===== config.mk =====
export PLATFORM = sky130hd
export DESIGN_NAME = score_tracker_param
export DESIGN_NICKNAME = d
export VERILOG_FILES = /design/src/rtl/score_pkg.sv /design/src/rtl/bcd_seq_conv.sv /design/src/rtl/score_tracker_param.sv
export SDC_FILE = /design/constraint.sdc
export NUM_CORES = 1
export LEC_CHECK = 0
export ABC_CLOCK_PERIOD_IN_PS = 6500
export CELL_PAD_IN_SITES_DETAIL_PLACEMENT = 0
export CELL_PAD_IN_SITES_GLOBAL_PLACEMENT = 1
export CORE_ASPECT_RATIO = 2
export CORE_MARGIN = 2
export CORE_UTILIZATION = 44
export CTS_CLUSTER_SIZE = 14
export DETAILED_ROUTE_END_ITERATION = 8
export PLACE_DENSITY_LB_ADDON = 0.1
export SYNTH_ARGS = -nofsm -noshare
export SYNTH_HDL_FRONTEND = slang
export SYNTH_SLANG_ARGS = --single-unit

===== constraint.sdc =====
create_clock -name clk -period 6.5 [get_ports clk]
set_input_delay 1.3 -clock clk [delete_from_list [all_inputs] [get_ports clk]]
set_output_delay 1.3 -clock clk [all_outputs]
set_load 0.03 [all_outputs]

===== src/rtl/score_pkg.sv =====
// Shared types and helpers for the score tracker: FSM state enum, BCD digit width,
// and a saturating adder.
package score_pkg;

    typedef enum logic [1:0] {IDLE, PLAY, OVER, WIN} score_state_t;

    localparam int DIGIT_W = 4;

    // The sum is formed one bit wider than the result, so it cannot wrap before it is clamped.
    function automatic logic [31:0] sat_add(input logic [31:0] a, input logic [31:0] b, input int width);
        logic [32:0] sum;
        logic [32:0] max_v;
        sum   = {1'b0, a} + {1'b0, b};
        max_v = (33'd1 << width) - 33'd1;
        return (sum > max_v) ? max_v[31:0] : sum[31:0];
    endfunction

endpackage


===== src/rtl/bcd_seq_conv.sv =====
// Iterative double-dabble converter. It uses one load cycle and then IN_W shift cycles.
// A start pulse aborts any conversion in flight, and bcd holds the last finished result.
module bcd_seq_conv
    import score_pkg::*;
#(
    parameter int IN_W       = 8,
    parameter int NUM_DIGITS = 3
) (
    input  logic                          clk,
    input  logic                          rst,
    input  logic                          start,
    input  logic [IN_W-1:0]               bin,
    output logic [DIGIT_W*NUM_DIGITS-1:0] bcd,
    output logic                          busy
);

    localparam int BCD_W = DIGIT_W * NUM_DIGITS;
    localparam int CNT_W = $clog2(IN_W + 1);

    logic [IN_W-1:0]  shift_reg;
    logic [BCD_W-1:0] acc;
    logic [BCD_W-1:0] adj;
    logic [BCD_W-1:0] acc_next;
    logic [CNT_W-1:0] cnt;

    always_comb begin
        adj = acc;
        for (int d = 0; d < NUM_DIGITS; d++) begin
            if (acc[d*DIGIT_W +: DIGIT_W] >= 4'd5)
                adj[d*DIGIT_W +: DIGIT_W] = acc[d*DIGIT_W +: DIGIT_W] + 4'd3;
        end
        acc_next = {adj[BCD_W-2:0], shift_reg[IN_W-1]};
    end

    always_ff @(posedge clk or posedge rst) begin
        if (rst) begin
            shift_reg <= '0;
            acc       <= '0;
            cnt       <= '0;
            bcd       <= '0;
            busy      <= 1'b0;
        end else if (start) begin
            shift_reg <= bin;
            acc       <= '0;
            cnt       <= CNT_W'(IN_W);
            busy      <= 1'b1;
        end else if (busy) begin
            shift_reg <= shift_reg << 1;
            acc       <= acc_next;
            cnt       <= cnt - CNT_W'(1);
            if (cnt == CNT_W'(1)) begin
                bcd  <= acc_next;
                busy <= 1'b0;
            end
        end
    end

endmodule


===== src/rtl/score_tracker_param.sv =====
// Score tracker. It keeps the running score, the session high score and the win/over
// state, and feeds a BCD display. Defining SCORE_TRACKER_LEVEL_EN adds the level and
// level_up outputs.
module score_tracker_param
    import score_pkg::*;
#(
    parameter int SCORE_W    = 8,
    parameter int NUM_DIGITS = 3,
    parameter int PTS_W      = 2,
    parameter int WIN_SCORE  = 100,
    parameter int LEVEL_STEP = 10
) (
    input  logic                          clk,
    input  logic                          rst,
    input  logic                          goodColl,
    input  logic [PTS_W-1:0]              pts,
    input  logic                          badColl,
    output logic [SCORE_W-1:0]            current_score,
    output logic [SCORE_W-1:0]            high_score,
    output logic [SCORE_W-1:0]            dispScore,
    output logic [DIGIT_W*NUM_DIGITS-1:0] bcd_digits,
    output logic                          bcd_valid,
    output logic                          isGameComplete,
    output logic                          game_over
`ifdef SCORE_TRACKER_LEVEL_EN
    ,
    output logic [7:0]                    level,
    output logic                          level_up
`endif
);

    score_state_t       state;
    score_state_t       state_n;
    logic [SCORE_W-1:0] eff_pts;
    logic [SCORE_W-1:0] cur_n;
    logic [SCORE_W-1:0] high_n;
    logic [SCORE_W-1:0] disp_n;
    logic               new_game;
    logic               add_pts;
    logic               conv_busy;

    // NOTE: every output gets a default before the case, so this block cannot infer a latch.
    always_comb begin
        eff_pts  = (pts == '0) ? SCORE_W'(1) : SCORE_W'(pts);
        state_n  = state;
        cur_n    = current_score;
        high_n   = high_score;
        new_game = 1'b0;
        add_pts  = 1'b0;
        case (state)
            PLAY: begin
                if (badColl) begin
                    state_n = OVER;
                    high_n  = (current_score > high_score) ? current_score : high_score;
                end else if (goodColl) begin
                    add_pts = 1'b1;
                    cur_n   = SCORE_W'(sat_add(32'(current_score), 32'(eff_pts), SCORE_W));
                    if (32'(cur_n) >= WIN_SCORE) begin
                        state_n = WIN;
                        high_n  = (cur_n > high_score) ? cur_n : high_score;
                    end
                end
            end
            IDLE, OVER, WIN: new_game = goodColl;
            default: state_n = IDLE;
        endcase
        if (new_game) begin
            cur_n   = eff_pts;
            state_n = PLAY;
        end
        disp_n = (state_n == OVER || state_n == WIN) ? high_n : cur_n;
    end

    // NOTE: state registers use non-blocking assignments so that every flop samples pre-edge values.
    always_ff @(posedge clk or posedge rst) begin
        if (rst) begin
            state         <= IDLE;
            current_score <= '0;
            high_score    <= '0;
            dispScore     <= '0;
        end else begin
            state         <= state_n;
            current_score <= cur_n;
            high_score    <= high_n;
            dispScore     <= disp_n;
        end
    end

    assign isGameComplete = (state == WIN);
    assign game_over      = (state == OVER);
    assign bcd_valid      = ~conv_busy;

    // The converter loads on the same edge that dispScore changes, so bcd_valid drops immediately.
    bcd_seq_conv #(
        .IN_W       (SCORE_W),
        .NUM_DIGITS (NUM_DIGITS)
    ) u_conv (
        .clk   (clk),
        .rst   (rst),
        .start (disp_n != dispScore),
        .bin   (disp_n),
        .bcd   (bcd_digits),
        .busy  (conv_busy)
    );

`ifdef SCORE_TRACKER_LEVEL_EN
    // The remainder tracks current_score mod LEVEL_STEP. One apple is assumed to be worth less than a step.
    logic [SCORE_W:0] rem;
    logic [SCORE_W:0] rem_sum;

    always_comb begin
        rem_sum = new_game ? {1'b0, cur_n} : rem + {1'b0, cur_n - current_score};
    end

    always_ff @(posedge clk or posedge rst) begin
        if (rst) begin
            level    <= '0;
            rem      <= '0;
            level_up <= 1'b0;
        end else begin
            level_up <= 1'b0;
            if (new_game || add_pts) begin
                if (32'(rem_sum) >= LEVEL_STEP) begin
                    level    <= new_game ? 8'd1 : level + 8'd1;
                    rem      <= rem_sum - (SCORE_W+1)'(LEVEL_STEP);
                    level_up <= 1'b1;
                end else begin
                    level <= new_game ? 8'd0 : level;
                    rem   <= rem_sum;
                end
            end
        end
    end
`endif

endmodule


# ---- After elaboration in Yosys (flattened, before gate mapping)
# Index checks and enable logic that the tools add are counted.
dict set report op_classes {
  n_addsub 5
  n_mul 0
  n_div 0
  magnitude_cmp 7
  n_eq_ne 7
  n_shift 0
  n_mux 31
  bitwise_logic 2
  reduce_logical 6
}
# op n
set ops {}
lappend ops {{8-bit 2-to-1 mux} 14}
lappend ops {{12-bit 2-to-1 mux} 2}
lappend ops {{8-bit greater-than comparator} 2}
lappend ops {{4-bit 2-to-1 mux} 4}
lappend ops {{4-bit by 3-bit >= comparator with 1-bit output, second input constant} 3}
lappend ops {{2-bit 2-to-1 mux} 6}
lappend ops {{8-bit by 2-bit adder with 9-bit output} 1}
lappend ops {{9-bit by 8-bit greater-than comparator with 1-bit output, second input constant} 1}
lappend ops {{4-bit by 2-bit adder with 4-bit output, second input constant} 2}
lappend ops {{2-bit == test, second input constant} 4}
lappend ops {{8-bit by 7-bit >= comparator with 1-bit output, second input constant} 1}
lappend ops {{8-bit != test} 1}
lappend ops {{4-bit by 1-bit == test with 1-bit output, second input constant} 1}
lappend ops {{2-bit logical NOT} 2}
lappend ops {{1-bit 2-to-1 mux} 4}
lappend ops {{4-bit by 1-bit subtractor with 4-bit output, second input constant} 1}
lappend ops {{3-bit by 2-bit adder with 3-bit output, second input constant} 1}
lappend ops {{3-bit 2-to-1 mux} 1}
lappend ops {{3-bit AND reduction} 1}
lappend ops {{3-bit OR reduction} 1}
lappend ops {{2-bit by 1-bit == test with 1-bit output, second input constant} 1}
lappend ops {{1-bit inverter} 2}
lappend ops {{2-bit nonzero test} 1}
lappend ops {{1-bit logical OR} 1}
dict set report word_totals {
  reg_bits 63
  latchBits 0
  ram_bits 0
  rom_bits 0
  inputBits 6
  output_inout_bits 39
  elab_cells 67
  n_memories 0
}

# ---- Depth between registers and ports, before layout
# Gate-level depths: netlist of the first run.
dict set report logic_depth {
  depth_word 17
  ltp_mapped 23
  mapped_depth_nobuf 19
}

# ---- Hierarchy
# From an unflattened synthesis of the first run, not the netlist that was laid out.
dict set report hier_totals {
  hier_cells 482
  area_unflattened_um2 4275.4
}
# mod n_inst cells_each area_each_um2 seq_area_each_um2
set modules_own_cells {}
lappend modules_own_cells {score_tracker_param 1 289 2376.0 650.6}
lappend modules_own_cells {bcd_seq_conv 1 193 1899.3 925.9}

# ---- Worst setup path after synthesis of the first run
# No wires, ideal clock.
dict set report synth_timing {
  path_type {input to register}
  startpoint {input pts[0]}
  endpoint {register u_conv.bcd[0]}
  arrival_ns 5.505
  slack_ns 0.870
  stages 21
  path_cell_list {nand2b_1 -> ha_1 -> fa_1 -> buf_2 -> and4_1 -> buf_2 -> nand2_2 -> o311ai_1 -> ha_1 -> a211oi_1 -> nor2_1 -> o31ai_1 -> nor3_1 -> o32a_1 -> a31oi_1 -> mux2_2 -> o221ai_1 -> and4_4 -> and4_4 -> buf_6 -> mux2_4}
}
dict set report synth_between {
  elab_chain_cells 17
}
# element line
set synth_lines {}
lappend synth_lines {{start: declaration} score_tracker_param.sv:16} ;# input logic [PTS_W-1:0] pts,
lappend synth_lines {{2-bit logical NOT} score_tracker_param.sv:44} ;# eff_pts = (pts == '0) ? SCORE_W'(1) : SCORE_W'(pts);
lappend synth_lines {{2-bit 2-to-1 mux *} score_tracker_param.sv:44}
lappend synth_lines {{8-bit by 2-bit adder with 9-bit output} score_pkg.sv:13} ;# sum = {1'b0, a} + {1'b0, b};
lappend synth_lines {{9-bit by 8-bit greater-than comparator with 1-bit output} score_pkg.sv:15} ;# return (sum > max_v) ? max_v[31:0] : sum[31:0];
lappend synth_lines {{8-bit 2-to-1 mux} score_pkg.sv:15}
lappend synth_lines {{8-bit by 7-bit >= comparator with 1-bit output} score_tracker_param.sv:58} ;# if (32'(cur_n) >= WIN_SCORE) begin
lappend synth_lines {{2-bit 2-to-1 mux} score_tracker_param.sv:58}
lappend synth_lines {{2-bit 2-to-1 mux} score_tracker_param.sv:55} ;# end else if (goodColl) begin
lappend synth_lines {{2-bit 2-to-1 mux} score_tracker_param.sv:52} ;# if (badColl) begin
lappend synth_lines {{2-bit 2-to-1 mux} score_tracker_param.sv:50} ;# case (state)
lappend synth_lines {{2-bit 2-to-1 mux} score_tracker_param.sv:67} ;# if (new_game) begin
lappend synth_lines {{2-bit == test} score_tracker_param.sv:71} ;# disp_n = (state_n == OVER || state_n == WIN) ? high_n : cur_n;
lappend synth_lines {{1-bit logical OR} score_tracker_param.sv:71}
lappend synth_lines {{8-bit 2-to-1 mux *} score_tracker_param.sv:71}
lappend synth_lines {{8-bit != test *} score_tracker_param.sv:100} ;# .start (disp_n != dispScore),
lappend synth_lines {{1-bit inverter (no line) *} --}
lappend synth_lines {{3-bit AND reduction (no line) *} --}
lappend synth_lines {{end signal: assignment} bcd_seq_conv.sv:52} ;# bcd <= acc_next;
lappend synth_lines {{end: declaration} bcd_seq_conv.sv:13} ;# output logic [DIGIT_W*NUM_DIGITS-1:0] bcd,
# Mark *: on every way between the ends. The rest lies on a longest branch, timed or not.
# A chain may end at the register's enable or synchronous reset.

# ---- Worst setup path after layout of the first run
dict set report layout_timing {
  startpoint {input pts[1]}
  endpoint {register u_conv.bcd[9]}
}
# element line
set layout_rtl {}
lappend layout_rtl {{2-bit logical NOT} score_tracker_param.sv:44}
lappend layout_rtl {{2-bit 2-to-1 mux *} score_tracker_param.sv:44}
lappend layout_rtl {{8-bit by 2-bit adder with 9-bit output *} score_pkg.sv:13}
lappend layout_rtl {{9-bit by 8-bit greater-than comparator with 1-bit output} score_pkg.sv:15}
lappend layout_rtl {{8-bit 2-to-1 mux *} score_pkg.sv:15}
lappend layout_rtl {{8-bit greater-than comparator} score_tracker_param.sv:60} ;# high_n = (cur_n > high_score) ? cur_n : high_score;
lappend layout_rtl {{8-bit 2-to-1 mux} score_tracker_param.sv:60}
lappend layout_rtl {{8-bit 2-to-1 mux *} score_tracker_param.sv:58}
lappend layout_rtl {{8-bit 2-to-1 mux *} score_tracker_param.sv:55}
lappend layout_rtl {{8-bit 2-to-1 mux *} score_tracker_param.sv:52}
lappend layout_rtl {{8-bit 2-to-1 mux *} score_tracker_param.sv:50}
lappend layout_rtl {{named net high_n[6]} score_tracker_param.sv:36} ;# logic [SCORE_W-1:0] high_n;
lappend layout_rtl {{8-bit 2-to-1 mux *} score_tracker_param.sv:71}
lappend layout_rtl {{8-bit != test *} score_tracker_param.sv:100}
lappend layout_rtl {{1-bit inverter (no line) *} --}
lappend layout_rtl {{3-bit AND reduction (no line) *} --}
# Mark *: on every way through the listed nets, which the timed path passes. The rest lies on a longest branch.

==> results of run 1 <==
[cell families after synthesis]
group | count (synthesis) | share of synthesized area
AO/OA/AOI/OAI | 112 | 0.181
multiplexers | 40 | 0.112
AND/OR/NAND/NOR | 142 | 0.173
XOR/XNOR | 11 | 0.0245
adder cells (fa/ha/maj) | 27 | 0.0815
buffers and inverters | 53 | 0.0564
flip-flops | 63 | 0.372
[layer usage]
| layer | global-route usage | wire length [um] | part of all wire |
|---|---|---|---|
| met1 | 0.250 | 4260 | 0.34 |
| met4 | 0.197 | 944 | 0.074 |
| met3 | 0.0360 | 395 | 0.031 |
| met2 | 0.458 | 7090 | 0.56 |
| met5 | 0 | 0 | 0 |
[through the flow]
step | hold WS (ns) | util | area (sq um)
after CTS | 0.509 | 0.542 | 5090
after floorplan | 0.486 | - | 4240
after global routing | 0.533 | 0.546 | 5130
final | 0.506 | 0.546 | 5130
after global placement | 0.493 | 0.511 | 4800
after detailed placement | 0.491 | 0.511 | 4800
[final timing paths]
kind	to	depth (start not counted)
hold reg to reg	u_conv.bcd[3]	1
max in group asynchronous	state[0]	3
setup reg to reg	u_conv.bcd[9]	17
min in group asynchronous	current_score[2]	3
setup / recovery	u_conv.bcd[9]	19
hold / removal	u_conv.bcd[3]	1
[worst max-delay path, cell delays in order]
cell             delay (ns)
clkdlybuf4s50_1        0.48
nand2b_1               0.09
ha_1                   0.23
fa_2                   0.41
and4_4                 0.20
nand2_2                0.13
o311ai_1               0.19
ha_1                   0.35
a211oi_1               0.07
nor2_1                 0.18
and4bb_1               0.28
or2_2                  0.33
a22oi_2                0.27
o221ai_1               0.26
xnor2_1                0.33
nand3_1                0.13
a32oi_2                0.38
and4_4                 0.39
mux2_2                 0.35
[where the power goes]
part           internal [mW]  switching, mW  leakage, nW
clock network          0.305          0.167        0.146
logic                  0.361          0.509         1.39
registers              0.471         0.0966        0.790
total                   1.14          0.773         2.32
[layout make-up]
cell class                      count  share of cell area
Inverter                           31              0.0227
Clock inverter                      4             0.00879
Multi-Input combinational cell    333               0.477
Tap cell                          104              0.0254
Sequential cell                    63               0.308
Timing Repair Buffer               61               0.111
Clock buffer                       12              0.0481
[cell usage after synthesis (3+ instances only)]
cell      count
buf_2         8
a22o_1        3
a211oi_1      8
nor2b_1       6
nor3b_1       3
nand2b_1      7
nand4_1       4
a21o_1        4
nand3_1      10
ha_1         26
o211ai_1      3
a31oi_1       7
a21oi_1      32
o21ai_1       3
mux2_2       13
mux2_4        9
nor3_1        7
mux2i_1      17
o31ai_1       4
nor2_1       43
and3_1        3
clkbuf_1      7
nand2_1      34
inv_1        29
and4_1        3
o21ai_0      14
buf_4         4
dfrtp_1      63
a22oi_1       5
xnor2_1       9
[repair_timing]
action                                  CTS  global route
resized for setup                         0             5
endpoints found under the setup margin    0            16
setup buffers                             0             2
==> run_results.csv, run 1 <==
group,metric,value,unit
min_path,hold_class,"reg2reg",
clocking,cts_sinks,63,
sta,slew_headroom,0.350,
sta,max_slew.worst_pin.slew,0.974,ns
finish,drive_gt1_frac,0.155,
floorplanning,die_x,73.4,um
yosys,yosysSeqAreaShare,0.372,
setup_path,crit_fanout,7,
detailed_routing,vias_per_cell,6.13,
detailed_routing,via_count,3724,
yosys,synth_top_area_cell,"dfrtp_1",
place,placed_cells,589,
finish,area_growth,21.0,%
global_route,grt_overflow,0,
finish,fillCellCount,886,
global_route,antenna_found_initial,0,
clocking,cts_hold_buf,0,
finish,fin_nets,532,
sta,finalMaxSlewViolations,0,
yosys,synth.net_count,481,
setup_path,cp.arrival,6.36,ns
clocking,clk_pin_slew_worst_paths,0.05,ns
place,hpwl,9550,um
finish,final_cell_mix,"dfrtp_1 (63), clkdlybuf4s50_1 (44), nor2_1 (43)",
setup_path,r2r_slack,1.44,ns
min_path,hold_start,"u_conv.bcd[3]",
yosys,async_reset_ff_frac,1.00,
finish,layout.cells.non_filler,608,
yosys,ys_top_cells_by_area,"dfrtp_1 (37%), ha_1 (7.7%), mux2i_1 (4.0%)",
global_route,grt_pass1_vias,3912,
run_status,status,"completed",
floorplanning,core_area,9380,sq um
setup_path,cp-startpoint,"pts[1]",
yosys,ys_seq_elements,63,
floorplanning,die_h,143,um
sta,hold_violations,0,
detailed_routing,wl,12700,um
power,leakagePower,2.32,nW
sta,setup_tns,0,ns
yosys,synth_top_flop_cell,"dfrtp_1",
detailed_routing,detail-route-antenna-nets,0,
clocking,cts_root_buffer,"clkbuf_16",
power,p_total,1.91,mW
power,worst_ir_drop_vdd,0.221,mV
global_route,grt_max_degree,64,
global_route,track_usage,0.255,
yosys,synth_edf_count,0,
finish,num_antenna_cells,0,
setup_path,crit_path_end_kind,"register",
finish,final_common_cell,"dfrtp_1",
yosys,synthesis.area,4240,sq um
detailed_routing,initialDrtViolationCount,206,
clocking,clockBufferDepth,2,
place,place.gp.congestion,0.923,
place,dp_slack,-0.250,ns
setup_path,reg2reg_from,"current_score[0]",
sta,fin_crit_sh,0.945,
clocking,numCtsBuffers,9,
floorplanning,row_count,50,
detailed_routing,drc,0,
sta,fmax,163,MHz
floorplanning,io_pins,45,
floorplanning,die_area,10500,sq um
sta,period_minus_slack,6.14,ns
yosys,synth_warnings,0,
clocking,clk_latency,0.33,ns
sta,skew,0.00389,ns
finish,final-seq-area,1580,sq um
yosys,synth_area_per_cell,9.46,sq um
clocking,cts_tree,"yes",
sta,fin_ws,0.355,ns
yosys,synth_top_area_share,0.372,
setup_path,worstSetupStartpointType,"primary input",
yosys,netlist_instances,448,
sta,finalSetupViolCount,0,
yosys,ys_types,75,
finish,reg_top3,"u_conv.acc (12), u_conv.bcd (12)",
flow_run,max_cap_viol_count,0,
power,p_per_area,372,nW/um^2
floorplanning,start_util,0.452,
detailed_routing,avgRoutedWirePerCell,20.9,um
global_route,grt_pass1_wl,19800,um
clocking,h-tree-depth,3,
setup_path,path_class,"in2reg",
detailed_routing,dr.pass1.iters,6,
place,portBuffers,44,
finish,multi_input_area,2440,sq um
setup_path,cp.required,6.71,ns
Power figures use the tool's default switching activity.
==> inputs of run 2 (changes only) <==
- ABC_AREA: not set -> 1
- ABC_CLOCK_PERIOD_IN_PS: 6500 -> 5630
- CORE_UTILIZATION: 44 -> 38
- clock period: 6.5 -> 5.63 ns (I/O delays scaled with it)
==> run_results.csv, run 2 <==
group,metric,value,unit
run_status,status,"completed",
yosys,netlist_instances,552,
setup_path,cp-startpoint,"pts[1]",
detailed_routing,initialDrtViolationCount,118,
global_route,grt_pass1_wl,20000,um
setup_path,r2r_slack,1.40,ns
yosys,synthesis.area,4270,sq um
power,power.internal,1.54,mW
detailed_routing,drc,0,
power,p_per_area,564,nW/um^2
power,worst_ir_drop_vdd,0.276,mV
clocking,clk_latency,0.33,ns
detailed_routing,vias_per_cell,5.18,
finish,drive_gt1_frac,0.151,
setup_path,slowest_stage,"clkdlybuf4s50_1",
yosys,synth-xor-area-share,0.00821,
clocking,cts_tree,"yes",
sta,slew_headroom,0.466,
sta,hold_violations,0,
detailed_routing,dr.pass1.iters,4,
detailed_routing,wl,13100,um
sta,finalSetupViolCount,0,
flow_run,max_cap_viol_count,0,
global_route,grt_pass1_vias,3970,
finish,reg_top3,"u_conv.acc (12), u_conv.bcd (12)",
setup_path,crit_path_max_incr_delay,0.48,ns
sta,holdWs,0.469,ns
finish,finalInstanceArea,5310,sq um
finish,num_antenna_cells,0,
yosys,synth_area_per_cell,7.73,sq um
floorplanning,row_count,54,
finish,final_cell_mix,"nand2_1 (129), inv_1 (66), nand3_1 (64)",
yosys,synth_edf_count,0,
sta,fin_crit_sh,0.934,
place,hpwl,9930,um
setup_path,critPathTopFamily,"simple AND/OR/NAND/NOR gates",
finish,multi_input_area,2380,sq um
clocking,cts_root_buffer,"clkbuf_16",
sta,fmax,190,MHz
setup_path,crit_fanout,9,
yosys,ys_seq_elements,63,
yosys,yosys.area_share.simple,0.339,
clocking,numCtsBuffers,9,
power,combPwrFrac,0.572,
power,p_clk_frac,0.187,
sta,period_minus_slack,5.26,ns
yosys,synth_top_area_cell,"dfrtp_1",
yosys,post_synth_fa_ha_maj_area_fraction,0.0809,
clocking,clk_pin_slew_worst_paths,0.06,ns
yosys,ys_types,37,
setup_path,reg2regPathDepth,26,
detailed_routing,avgRoutedWirePerCell,17.3,um
setup_path,reg2reg_to,"u_conv.acc[9]",
floorplanning,start_util,0.390,
power,swShare,0.484,
setup_path,worst-path-stages,30,
yosys,synth_top_family_by_area,"simple AND/OR/NAND/NOR gates",
yosys,yosysSeqAreaShare,0.370,
clocking,cts_sinks,63,
min_path,hold_start,"u_conv.bcd[0]",
floorplanning,die_h,154,um
place,portBuffers,44,
floorplanning,die_x,78.9,um
sta,rsz0062_at_grt,"false",
yosys,yosysMostFrequentCell,"nand2_1",
setup_path,reg2reg_from,"current_score[0]",
yosys,synth_warnings,0,
setup_path,crit_path_end_kind,"register",
yosys,synthMuxAreaShare,0,
yosys,synth_top_flop_cell,"dfrtp_1",
global_route,track_usage,0.217,
clocking,h-tree-depth,3,
setup_path,crit_buf_inv,6,
finish,final_common_cell,"nand2_1",
setup_path,cp.required,5.89,ns
setup_path,path_class,"in2reg",
global_route,antenna_found_initial,0,
floorplanning,io_pins,45,
min_path,hold_class,"reg2reg",
place,place.gp.congestion,0.992,
floorplanning,core_area,10900,sq um
yosys,synth.net_count,585,
place,placement.cell_area,4860,sq um
finish,area_growth,24.5,%
yosys,async_reset_ff_frac,1.00,
sta,skew,0.00460,ns
yosys,synth_compound_area_frac,0.113,
sta,max_slew.worst_pin.slew,0.798,ns
clocking,clockBufferDepth,2,
yosys,netlist_top_cells_count,"nand2_1 (130), inv_1 (67), nand3_1 (64), dfrtp_1 (63), nor2_1 (39)",
finish,fillCellCount,1142,
floorplanning,die_area,12100,sq um
setup_path,cp.arrival,5.51,ns
yosys,ys_top_cells_by_area,"dfrtp_1 (37%), nand2_1 (11%), ha_1 (7.6%)",
global_route,grt_max_degree,39,
power,sequentialPowerShare,0.241,
power,leakagePower,2.57,nW
sta,finalMaxSlewViolations,0,
detailed_routing,detail-route-antenna-nets,0,
finish,fin_nets,642,
yosys,synth_top_area_share,0.370,
detailed_routing,via_count,3906,
global_route,grt_overflow,0,
finish,final-seq-area,1580,sq um
setup_path,worstSetupEndpoint,"u_conv.acc[9]",
power,netSwitchingPower,1.45,mW
setup_path,worstSetupStartpointType,"primary input",
==> run 2: cell types whose count changed after synthesis, moves of 8 or more <==
cell | previous run | this run
buf_2 | 8 | 0
inv_1 | 29 | 67
mux2_2 | 13 | 0
mux2_4 | 9 | 0
mux2i_1 | 17 | 0
nand2_1 | 34 | 130
nand2_2 | 1 | 15
nand3_1 | 10 | 64
nand4_1 | 4 | 14
o21ai_2 | 0 | 10
xnor2_1 | 9 | 0
==> run 2: how the worst min path moves through the flow <==
| stage | endpoint | cells past startpoint |
|---|---|---|
| 4_1_cts | u_conv.bcd[2] | 2 |
| 3_5_place_dp | u_conv.bcd[0] | 2 |
| 2_1_floorplan | u_conv.shift_reg[0] | 2 |
| 6_report | u_conv.bcd[0] | 2 |
| 5_1_grt | u_conv.bcd[2] | 2 |
| 3_3_place_gp | u_conv.bcd[2] | 2 |
==> run 2: worst register-to-register path, stage by stage, from the launching register on <==
cell and delay, ns:
dfrtp_1 0.42, ha_1 0.27, fa_2 0.37, nand2_2 0.12
nor2_2 0.06, nand2_2 0.15, inv_1 0.08, nor2_1 0.12
inv_1 0.06, ha_1 0.28, nand2_1 0.08, nor2_1 0.06
a21oi_1 0.19, a21boi_4 0.31, nand2_4 0.12, nand2_1 0.07
nand3_1 0.10, nand2_1 0.11, nand3_2 0.08, nand3_1 0.08
nand2_1 0.08, nor2_1 0.13, nand2_2 0.15, nor2_8 0.28
clkbuf_16 0.22, nand3_1 0.09, o21ai_2 0.08
==> run 2: what timing repair did <==
item,4_1_cts,5_1_grt
setup endpoints to repair,0,37
resized for setup,0,12
buffers inserted,0,2
hold buffers,0,0
==> run 2: stage by stage <==
| step | setup TNS (ns) | cells | util | worst slack (ns) | power, mW |
|---|---|---|---|---|---|
| 3_3_place_gp | -4.26 | 730 | 0.444 | -0.153 | 2.36 |
| 2_1_floorplan | 0 | 552 | - | 0.923 | 1.82 |
| 4_1_cts | 0 | 746 | 0.472 | 0.0927 | 2.95 |
| 3_5_place_dp | -6.88 | 730 | 0.444 | -0.242 | 2.38 |
| 6_report | 0 | 754 | 0.485 | 0.371 | 2.99 |
| 5_1_grt | 0 | 754 | 0.485 | 0.00489 | 3.23 |
==> run 2: power groups by stage <==
stage	registers (mW)	clock network (mW)	logic [mW]
2_1_floorplan	0.842	0	0.980
4_1_cts	0.725	0.575	1.65
6_report	0.723	0.559	1.71
3_3_place_gp	0.730	0	1.63
5_1_grt	0.742	0.591	1.90
3_5_place_dp	0.730	0	1.65
==> run 2: kinds of logic after synthesis <==
logic type | Yosys count
AO/OA/AOI/OAI | 78
XOR/XNOR | 4
adder cells (fa/ha/maj) | 27
buffers and inverters | 88
flip-flops | 63
AND/OR/NAND/NOR | 292
==> run 2: cell type report <==
cell class / instances / share of cell area
multi-input cells: 404 / 0.448
repair buffers: 59 / 0.114
well taps: 140 / 0.0330
clock buffers: 10 / 0.0450
flip-flops and latches: 63 / 0.297
clock inverters: 6 / 0.0113
inverters: 72 / 0.0523
==> run 2: metal layers <==
layer / vias to the layer above / global-route usage / part of all wire
met5: - / 0 / 0
met4: 0 / 0.138 / 0.049
met3: 36 / 0.0352 / 0.023
met2: 86 / 0.410 / 0.59
met1: 1856 / 0.210 / 0.33
li1: 1928 / - / -
